`src/rtl/pc_return_stack.sv`:
```
// Return-address stack beside the program counter: push on call, pop on return,
// with saturating count, empty/full status and sticky overflow/underflow flags.
module pc_return_stack #(
    parameter int WIDTH = 16,
    parameter int DEPTH = 8,
    parameter int PTR_W = 3
) (
    input  logic             clk,
    input  logic             reset,
    input  logic             push,
    input  logic             pop,
    input  logic [WIDTH-1:0] push_addr,
    input  logic             clear_err,
    output logic [WIDTH-1:0] top,
    output logic [PTR_W:0]   count,
    output logic             empty,
    output logic             full,
    output logic             overflow,
    output logic             underflow
);

    localparam logic [PTR_W:0] DEPTH_C = (PTR_W+1)'(DEPTH);

    logic [WIDTH-1:0] r_mem [DEPTH];
    logic [PTR_W:0]   r_count;
    logic             r_overflow;
    logic             r_underflow;

    logic             w_empty;
    logic             w_full;
    logic [PTR_W-1:0] w_top_idx;
    logic             w_we;
    logic [PTR_W-1:0] w_waddr;
    logic [PTR_W:0]   w_count_nxt;
    logic             w_ovf_evt;
    logic             w_unf_evt;

    assign w_empty   = (r_count == '0);
    assign w_full    = (r_count == DEPTH_C);
    // Low bits wrap 0 -> DEPTH-1 when the stack is full, which is the top slot.
    assign w_top_idx = r_count[PTR_W-1:0] - 1'b1;

    assign w_ovf_evt = push & ~pop & w_full;
    assign w_unf_evt = pop & w_empty;

    always_comb begin
        w_we        = 1'b0;
        w_waddr     = '0;
        w_count_nxt = r_count;
        if (push && pop && !w_empty) begin
            // Tail-call replace: overwrite the top entry, depth unchanged.
            w_we    = 1'b1;
            w_waddr = w_top_idx;
        end else if (push && !w_full) begin
            w_we        = 1'b1;
            w_waddr     = r_count[PTR_W-1:0];
            w_count_nxt = r_count + 1'b1;
        end else if (pop && !push && !w_empty) begin
            w_count_nxt = r_count - 1'b1;
        end
    end

    always_ff @(posedge clk) begin
        if (w_we) begin
            r_mem[w_waddr] <= push_addr;
        end
    end

    always_ff @(posedge clk or posedge reset) begin
        if (reset) begin
            r_count     <= '0;
            r_overflow  <= 1'b0;
            r_underflow <= 1'b0;
        end else begin
            r_count     <= w_count_nxt;
            // An error event in the same cycle as clear_err keeps the flag set.
            r_overflow  <= w_ovf_evt | (r_overflow  & ~clear_err);
            r_underflow <= w_unf_evt | (r_underflow & ~clear_err);
        end
    end

    assign top       = w_empty ? '0 : r_mem[w_top_idx];
    assign count     = r_count;
    assign empty     = w_empty;
    assign full      = w_full;
    assign overflow  = r_overflow;
    assign underflow = r_underflow;

endmodule

```
`config.mk`:
```
export PLATFORM = sky130hd
export DESIGN_NAME = pc_return_stack
export DESIGN_NICKNAME = d
export VERILOG_FILES = /design/src/rtl/pc_return_stack.sv
export SDC_FILE = /design/constraint.sdc
export NUM_CORES = 1
export LEC_CHECK = 0
export BUFFER_PORTS_ARGS = -buffer_cell sky130_fd_sc_hd__clkbuf_2
export CELL_PAD_IN_SITES_DETAIL_PLACEMENT = 1
export CELL_PAD_IN_SITES_GLOBAL_PLACEMENT = 2
export CORE_UTILIZATION = 43
export DETAILED_ROUTE_END_ITERATION = 10
export PLACE_DENSITY = 0.84
export SYNTH_ARGS = -nofsm -noshare
export SYNTH_HDL_FRONTEND = slang
export SYNTH_SLANG_ARGS = --single-unit
```
`constraint.sdc`:
```
create_clock -name clk -period 8.92 [get_ports clk]
set_input_delay 1.784 -clock clk [delete_from_list [all_inputs] [get_ports clk]]
set_output_delay 1.784 -clock clk [all_outputs]
set_load 0.02 [all_outputs]
```
# Yosys cells after proc, flatten, opt, wreduce, memory -nomap -nowiden
# Memories as Yosys holds them, arrays and structs flattened.
# Cells that the tools add are included.
# totals
register_bits	6
ram_bits	128
in_bits	21
out_inout_bits	24
memories	1
# classes
n_addsub	3
n_eq_ne	1
mux	9
bitwise	10
reduce_logical	11
# mem_list
memory	words	word_bits	read_ports	rd_ports_with_merged_regs	write_ports	line_no	text
r_mem	8	16	1	0	1	24	logic [WIDTH-1:0] r_mem [DEPTH];
# ops
operator	count
16-bit two-way mux	1
4-bit two-way mux	2
3-bit two-way mux	2
1-bit bitwise AND	5
1-bit logical AND	5
4-bit by 1-bit adder with 4-bit output (second input constant)	1
4-bit equality test (second input constant)	1
4-bit zero test	1
1-bit two-way mux	4
4-bit by 1-bit subtractor with 4-bit output (second input constant)	1
1-bit zero test	3
1-bit inverter	3
3-bit by 1-bit subtractor with 3-bit output (second input constant)	1
1-bit bitwise OR	2
2-bit AND reduction	1
2-bit nonzero test	1

# Longest topological paths before layout
# Gate-level depths: netlist of the first run.
# depth
depth_word	7
ltp_mapped	13
ltp_nobuf	11

# Least setup slack after synthesis of the first run
# No wires, ideal clock.
# synth_path
path_type	reg2out
from	register r_count[0], in the netlist count[0]
to	output port top[14]
arrival_ns	2.362
setup_slack_ns	4.774
stages_incl_launch_ff	10
path_buffers	4
path_cell_list	dfrtp_1 > buf_4 > buf_4 > inv_1 > ha_1 > buf_4 > clkbuf_1 > mux4_2 > nand2_1 > a21oi_1
# synth_via
elab_chain_len	3
elab_cells_between_ends	4
cone_classes	add/sub: 1; mux: 1; reduce/logical: 1; memory: 1
# synth_lines
item	line_no	text
start, declared	25	logic [PTR_W:0] r_count;
start signal, assigned	75	r_count <= w_count_nxt;
3-bit by 1-bit subtractor with 3-bit output	41	assign w_top_idx = r_count[PTR_W-1:0] - 1'b1;
net w_top_idx[0]	31	logic [PTR_W-1:0] w_top_idx;
memory read 8 x 16 bit	n/a	
16-bit two-way mux	82	assign top = w_empty ? '0 : r_mem[w_top_idx];
end, declared	14	output logic [WIDTH-1:0] top,
# The timed path passes the listed nets, and every way through them passes these cells.

# Worst setup path in the final report of the first run
# layout_path
from	register r_count[0], in the netlist count[0]
to	output port top[0]
# Same word-level chain as after synthesis.

==> key figures, run 1 <==
Clocking
  • Clock sinks: 134
  • H-tree depth: 4
  • Root Buffer: clkbuf_16
  • Clk_lat worst skew: 420 ps
  • Post-CTS Resized: 0
  • CTS clock-pin slew for the worst setup and hold paths: roughly 50 ps
  • Hold-fix buffers, CTS: 0
  • Post-CTS Setup Repair Bufs: 0
  • CTS buffer count: 17
  • Max Root-Sink Buffers: 2
  • CTS tree: done

Layout
  • Register Area: 4000 sq um
  • Filler cells: between 1,000 and 1,500
  • Ant. Diodes: 0
  • Multi-input gate area: 1330 sq um
  • Layout cell share with drive strength beyond 1: 31.8%
  • Final #Nets: 384
  • Post-route cell area: between 6000 and 7000 sq um
  • Finished Layout Cells: about 540
  • Area growth syn-to-layout: 19.1%

STA
  • Setup-failing EPs final: 0
  • RSZ-0062 raised after global routing: no
  • Final TNS setup: 0 ps
  • Fin. Hold Viols: 0
  • Max Fclk: 194 MHz
  • Fin. max-slew vios: 0
  • Fin Hold WS: just under 500 ps
  • Worst slew pin tran: 986 ps
  • Skew final: between 8 and 9 ps
  • Final worst-path cycle share: 57.7%
  • Setup WS post-layout: ~3800 ps
  • Final min period: 5150 ps
  • Slew HR: 34.2%

Pwr
  • Pwr dens: 389 nW/um^2
  • Logic gate share of total power: 39.5%
  • Sw Share: 35.3%
  • Sw Pwr: 0.000888 W
  • Sequential fraction of design power: 32.4%
  • Clock share of power: 28.1%
  • Maximum VDD drop: roughly 0.21 mV
  • Leak pwr: 2.28 nW
  • P_int: 0.00163 W

Setup path
  • Largest fanout on the critical path: 37
  • Crit Reg-Reg Endpoint: r_mem[4][2]$_DFFE_PP_
  • Reg-to-Reg Start: count[0]$_DFFE_PP0P_
  • CP Class: register to primary output
  • Req. time, crit path: approximately 7100 ps
  • Arrival time at the worst endpoint: 3370 ps
  • CP Capture Type: primary output
  • R2R cell count: 9
  • Setup crit start kind: register
  • FF-to-FF setup slack: 4900 ps

Logic synthesis
  • Synthesized cell area: 5430 sq um
  • Most common cell in the netlist: edfxtp_1
  • Post-synth EDFFs: 128
  • Synth async-reset ratio: 4.48%
  • Post-synth top flop: edfxtp_1
  • Top post-synthesis cells by count: edfxtp_1 (128), nand2_1 (36), mux4_2 (32)
  • Synth top area share: 70.7%
  • Synth area leader: edfxtp_1
  • Post-Synthesis Cells: about 290
  • Synth area leaders: edfxtp_1 (71%), mux4_2 (13%), dfrtp_1 (2.8%), nand2_1 (2.5%), a21oi_1 (1.7%)
  • Yosys reg bits: 134
  • Seq/Total Area, Yosys: 73.5%
  • Mean Syn Cell Area: 18.6 sq um
  • Count of cell types in the netlist: 29
  • Synth warnings: 0
  • Syn nets: about 320

Place
  • DP Wirelength: 6.90 mm
  • Dpl cell area: 5880 sq um
  • Pre-CTS WS: 4160 ps
  • Placed cell count: 504
  • GPL Wtd Cong: 0.737
  • IO Port Bufs: 44

Floorplan
  • Initial Util: 44.7%
  • Die ar.: about 13,000 sq um
  • Ports: 45
  • Chip height: around 110 um
  • Rows: 40
  • Die W: between 100 and 150 um
  • Core Area: 12,200 sq um

Global routing
  • Total Routing Usage GR: roughly a fifth
  • Grt met2 use: 32.6%
  • Met1 usage: around a quarter
  • Grt ovf: 0
  • First-pass GRT wire length: 18.3 mm
  • Vias in the first global route: 3,122
  • Grt peak-use layer: met2
  • Largest net degree at the start of global routing: 38
  • GR Util met3: 5.45%
  • Initial antenna violation count: 0

Worst hold path
  • Min-Delay Path Class: register to register
  • Cell depth of the worst min-delay path: 1
  • Hold_sp: overflow$_DFF_PP0_
  • Hold Crit Endpoint: overflow$_DFF_PP0_

Drt
  • Via density: between 5 and 6
  • ANT nets after route: 0
  • DRC errors left: 0
  • Drt initial violations: 193
  • Wirelength per Cell: approximately 22 um
  • Pre-antenna DRT Iters: 4
  • Vias: between 2,000 and 3,000
  • Final WL: 11.7 mm

Status
  • Status: finished, final reports clean

Flow run
  • MaxCap Viol Count: 0
-- cells by family after synthesis --
logic type,after synthesis,share of synthesized area (%)
compound gates,26,2.65
simple gates,64,5.20
buf+inv,20,1.96
fa+ha+maj,8,1.98
mux,33,13.4
flops,134,73.5
xor+xnor,7,1.27
-- final cells by class --
| type | instances | area share, % |
|---|---|---|
| Clock inverter | 13 | 2.49 |
| Timing Repair Buffer | 56 | 4.79 |
| Clock buffer | 19 | 6.69 |
| Tap cell | 168 | 3.25 |
| Sequential cell | 134 | 61.7 |
| Inverter | 8 | 0.464 |
| Multi-Input combinational cell | 138 | 20.6 |
-- registers in the layout (all words and copies together), names as in the netlist --
name       cells
r_mem        128
count          4
overflow       1
underflow      1
-- metrics by stage --
stage               utilization [%]  power, W
floorplan                         -   0.00154
global placement               48.3   0.00181
detailed placement             48.3   0.00183
CTS                            53.2   0.00255
global route                   53.2   0.00265
finish                         53.2   0.00252
-- power groups by stage --
| stage | logic (W) | registers [W] | clock network, W |
|---|---|---|---|
| 3_3_place_gp | 0.000989 | 0.000821 | 0 |
| 4_1_cts | 0.00101 | 0.000816 | 0.000721 |
| 5_1_grt | 0.00108 | 0.000822 | 0.000745 |
| 6_report | 0.000994 | 0.000815 | 0.000708 |
| 3_5_place_dp | 0.00100 | 0.000827 | 0 |
| 2_1_floorplan | 0.000711 | 0.000829 | 0 |
-- critical path, stage by stage (launching register included) --
cell and delay, ps:
dfrtp_2 330, buf_4 570, inv_1 280, ha_1 360
xor2_2 790, nand2_1 110, a21oi_1 280, clkbuf_2 220
-- worst max path at each step --
stage / from / to / slack, ps / depth (start not counted)
finish: count[0]$_DFFE_PP0P_ / top[0] / 3770 / 7
global route: count[0]$_DFFE_PP0P_ / top[2] / 3500 / 7
CTS: count[0]$_DFFE_PP0P_ / top[0] / 3690 / 7
detailed placement: count[0]$_DFFE_PP0P_ / top[0] / 4160 / 7
global placement: count[0]$_DFFE_PP0P_ / top[0] / 4210 / 7
floorplan: count[0]$_DFFE_PP0P_ / top[14] / 4770 / 9
-- cell usage in the layout (no fill, tap or decap), drive strengths merged --
| cell type | instances |
|---|---|
| a22o | 1 |
| xor2 | 2 |
| o21ai | 2 |
| dfrtp | 6 |
| clkinvlp | 1 |
| a21oi | 18 |
| buf | 12 |
| mux2i | 1 |
| clkinv | 8 |
| inv | 8 |
| nor3b | 3 |
| xnor2 | 5 |
| nand3b | 1 |
| mux4 | 32 |
| nand2b | 1 |
| a32o | 1 |
| and3 | 2 |
| clkbuf | 63 |
| edfxtp | 128 |
| fa | 1 |
| ha | 7 |
| nand2 | 36 |
| nor2 | 13 |
| nor2b | 1 |
| nor3 | 6 |
| bufinv | 4 |
| a31oi | 4 |
| or2 | 1 |
-- metal layers --
layer | vias to the layer above | routed length [um]
met1 | 1475 | 5040
met4 | 0 | 167
met2 | 65 | 6050
li1 | 1275 | -
met5 | - | 0
met3 | 16 | 475
Power figures use the tool's default switching activity.
==> run 2: changes to the inputs <==
Clock period 8.92 ns to 5 ns, I/O delays scaled along.
==> run 2 against run 1 <==
  * Non-clock buffer count rose by 3
  * Clock skew fell by 1.1 ps
  * Sequential share of layout area fell by 0.38 points
  * Global-route usage barely moved
  * Critical endpoint is now top[3]
  * Largest cell class unchanged
==> key figures, run 2 (same netlist as run 1, synthesis figures left out) <==
STA
  • Fin. Hold Viols: 0
  • Setup WS post-layout: 1280 ps
  • RSZ-0062 raised after global routing: no
  • Final worst-path cycle share: 74.5%
  • Skew final: 7.23 ps
  • Setup-failing EPs final: 0
  • Worst slew pin tran: between 1000 and 1500 ps
  • Final TNS setup: 0 ps
  • Slew HR: 30.7%
  • Final min period: 3720 ps
  • Fin. max-slew vios: 0
  • Max Fclk: 268 MHz

Clocking
  • Max Root-Sink Buffers: 2
  • Post-CTS Setup Repair Bufs: 0
  • CTS clock-pin slew for the worst setup and hold paths: 60 ps
  • Hold-fix buffers, CTS: 0
  • Post-CTS Resized: 0
  • Clk_lat worst skew: about 420 ps
  • CTS tree: done
  • CTS buffer count: 17
  • Root Buffer: clkbuf_16
  • H-tree depth: 4
  • Clock sinks: between 100 and 150

Pwr
  • Leak pwr: approximately 2.3 nW
  • Pwr dens: 696 nW/um^2
  • Maximum VDD drop: 0.322 mV

Floorplan
  • Core Area: 12,200 sq um
  • Chip height: 114 um
  • Initial Util: 44.7%
  • Ports: 45
  • Die W: 114 um
  • Die ar.: 13,100 sq um
  • Rows: 40

Global routing
  • Initial antenna violation count: 0
  • Grt ovf: 0
  • Largest net degree at the start of global routing: 37
  • Total Routing Usage GR: 20.2%
  • Vias in the first global route: 3,103
  • First-pass GRT wire length: 18.3 mm

Layout
  • Commonest non-fill, non-tap cell in the layout: edfxtp_1
  • Largest Register: r_mem
  • Finished Layout Cells: 539
  • Largest register FFs: 128
  • Layout cell share with drive strength beyond 1: 32.9%
  • Area growth syn-to-layout: 19.9%
  • Ant. Diodes: 0
  • Most frequent cells in the layout: edfxtp_1 (128), clkbuf_2 (44), nand2_1 (36), mux4_2 (32), a21oi_1 (18)
  • Final #Nets: 387

Drt
  • Pre-antenna DRT Iters: 4
  • DRC errors left: 0
  • ANT nets after route: 0
  • Vias: around 2,800
  • Via density: 5.26
  • Wirelength per Cell: about 22 um
  • Drt initial violations: 182
  • Final WL: 11.9 mm

Worst hold path
  • Min-Delay Path Class: input pin to asynchronous set/reset pin

Flow run
  • MaxCap Viol Count: 0

Setup path
  • CP Capture Type: primary output
  • Req. time, crit path: around 4000 ps
  • Largest fanout on the critical path: 18
  • CP Class: register to primary output
  • Arrival time at the worst endpoint: about 2700 ps
  • Setup crit start kind: register
  • FF-to-FF setup slack: 1790 ps

Place
  • IO Port Bufs: 44
  • DP Wirelength: 7.31 mm
  • GPL Wtd Cong: 0.707
  • Pre-CTS WS: ~1700 ps
  • Placed cell count: 507

Status
  • Status: finished, final reports clean
==> run 2: through the flow <==
| step | hold slack (ps) | instance area (sq um) | util, % | power, W |
|---|---|---|---|---|
| finish | 478 | 6510 | 53.6 | 0.00453 |
| global route | 491 | 6510 | 53.6 | 0.00477 |
| CTS | 476 | 6510 | 53.6 | 0.00459 |
| detailed placement | 494 | 5900 | 48.5 | 0.00329 |
| global placement | 489 | 5900 | 48.5 | 0.00325 |
| floorplan | 610 | 5430 | - | 0.00275 |
==> run 2: per-layer routing <==
metal  global-route usage [%]  vias up  wire length, um
li1                         -     1282                -
met1                     25.3     1482             5170
met3                     5.56       14              442
met2                     33.7       59             6080
met4                     7.71        0              180
met5                        0        -                0
==> run 2: path summary, 6_finish.rpt <==
check	from	to	depth (start not counted)
worst max-delay path	count[0]$_DFFE_PP0P_	top[3]	6
worst min-delay path	reset	count[3]$_DFFE_PP0P_	2
worst max register to register	count[0]$_DFFE_PP0P_	r_mem[5][0]$_DFFE_PP_	6
worst min register to register	overflow$_DFF_PP0_	overflow$_DFF_PP0_	1
max in group asynchronous	reset	count[0]$_DFFE_PP0P_	2
min in group clk	overflow$_DFF_PP0_	overflow$_DFF_PP0_	1
==> run 2: critical path, stage by stage, from the launching register on <==
cell and delay (ps):
dfrtp_2 400, inv_1 160, ha_1 320, xor2_2 820, nand2_1 160, a21oi_1 240, clkbuf_2 200
==> run 2: power by group <==
part	switching [W]	internal (W)
clock network	0.000466	0.000831
registers	0.0000639	0.00139
logic	0.00108	0.000700
==> run 2: area by class of cell <==
cell class	instances	area, sq um
multi-input cells	138	1330
clock inverters	13	179
repair buffers	59	333
inverters	8	30.0
well taps	168	210
fillers	1140	5650
clock buffers	19	433
flip-flops and latches	134	4000
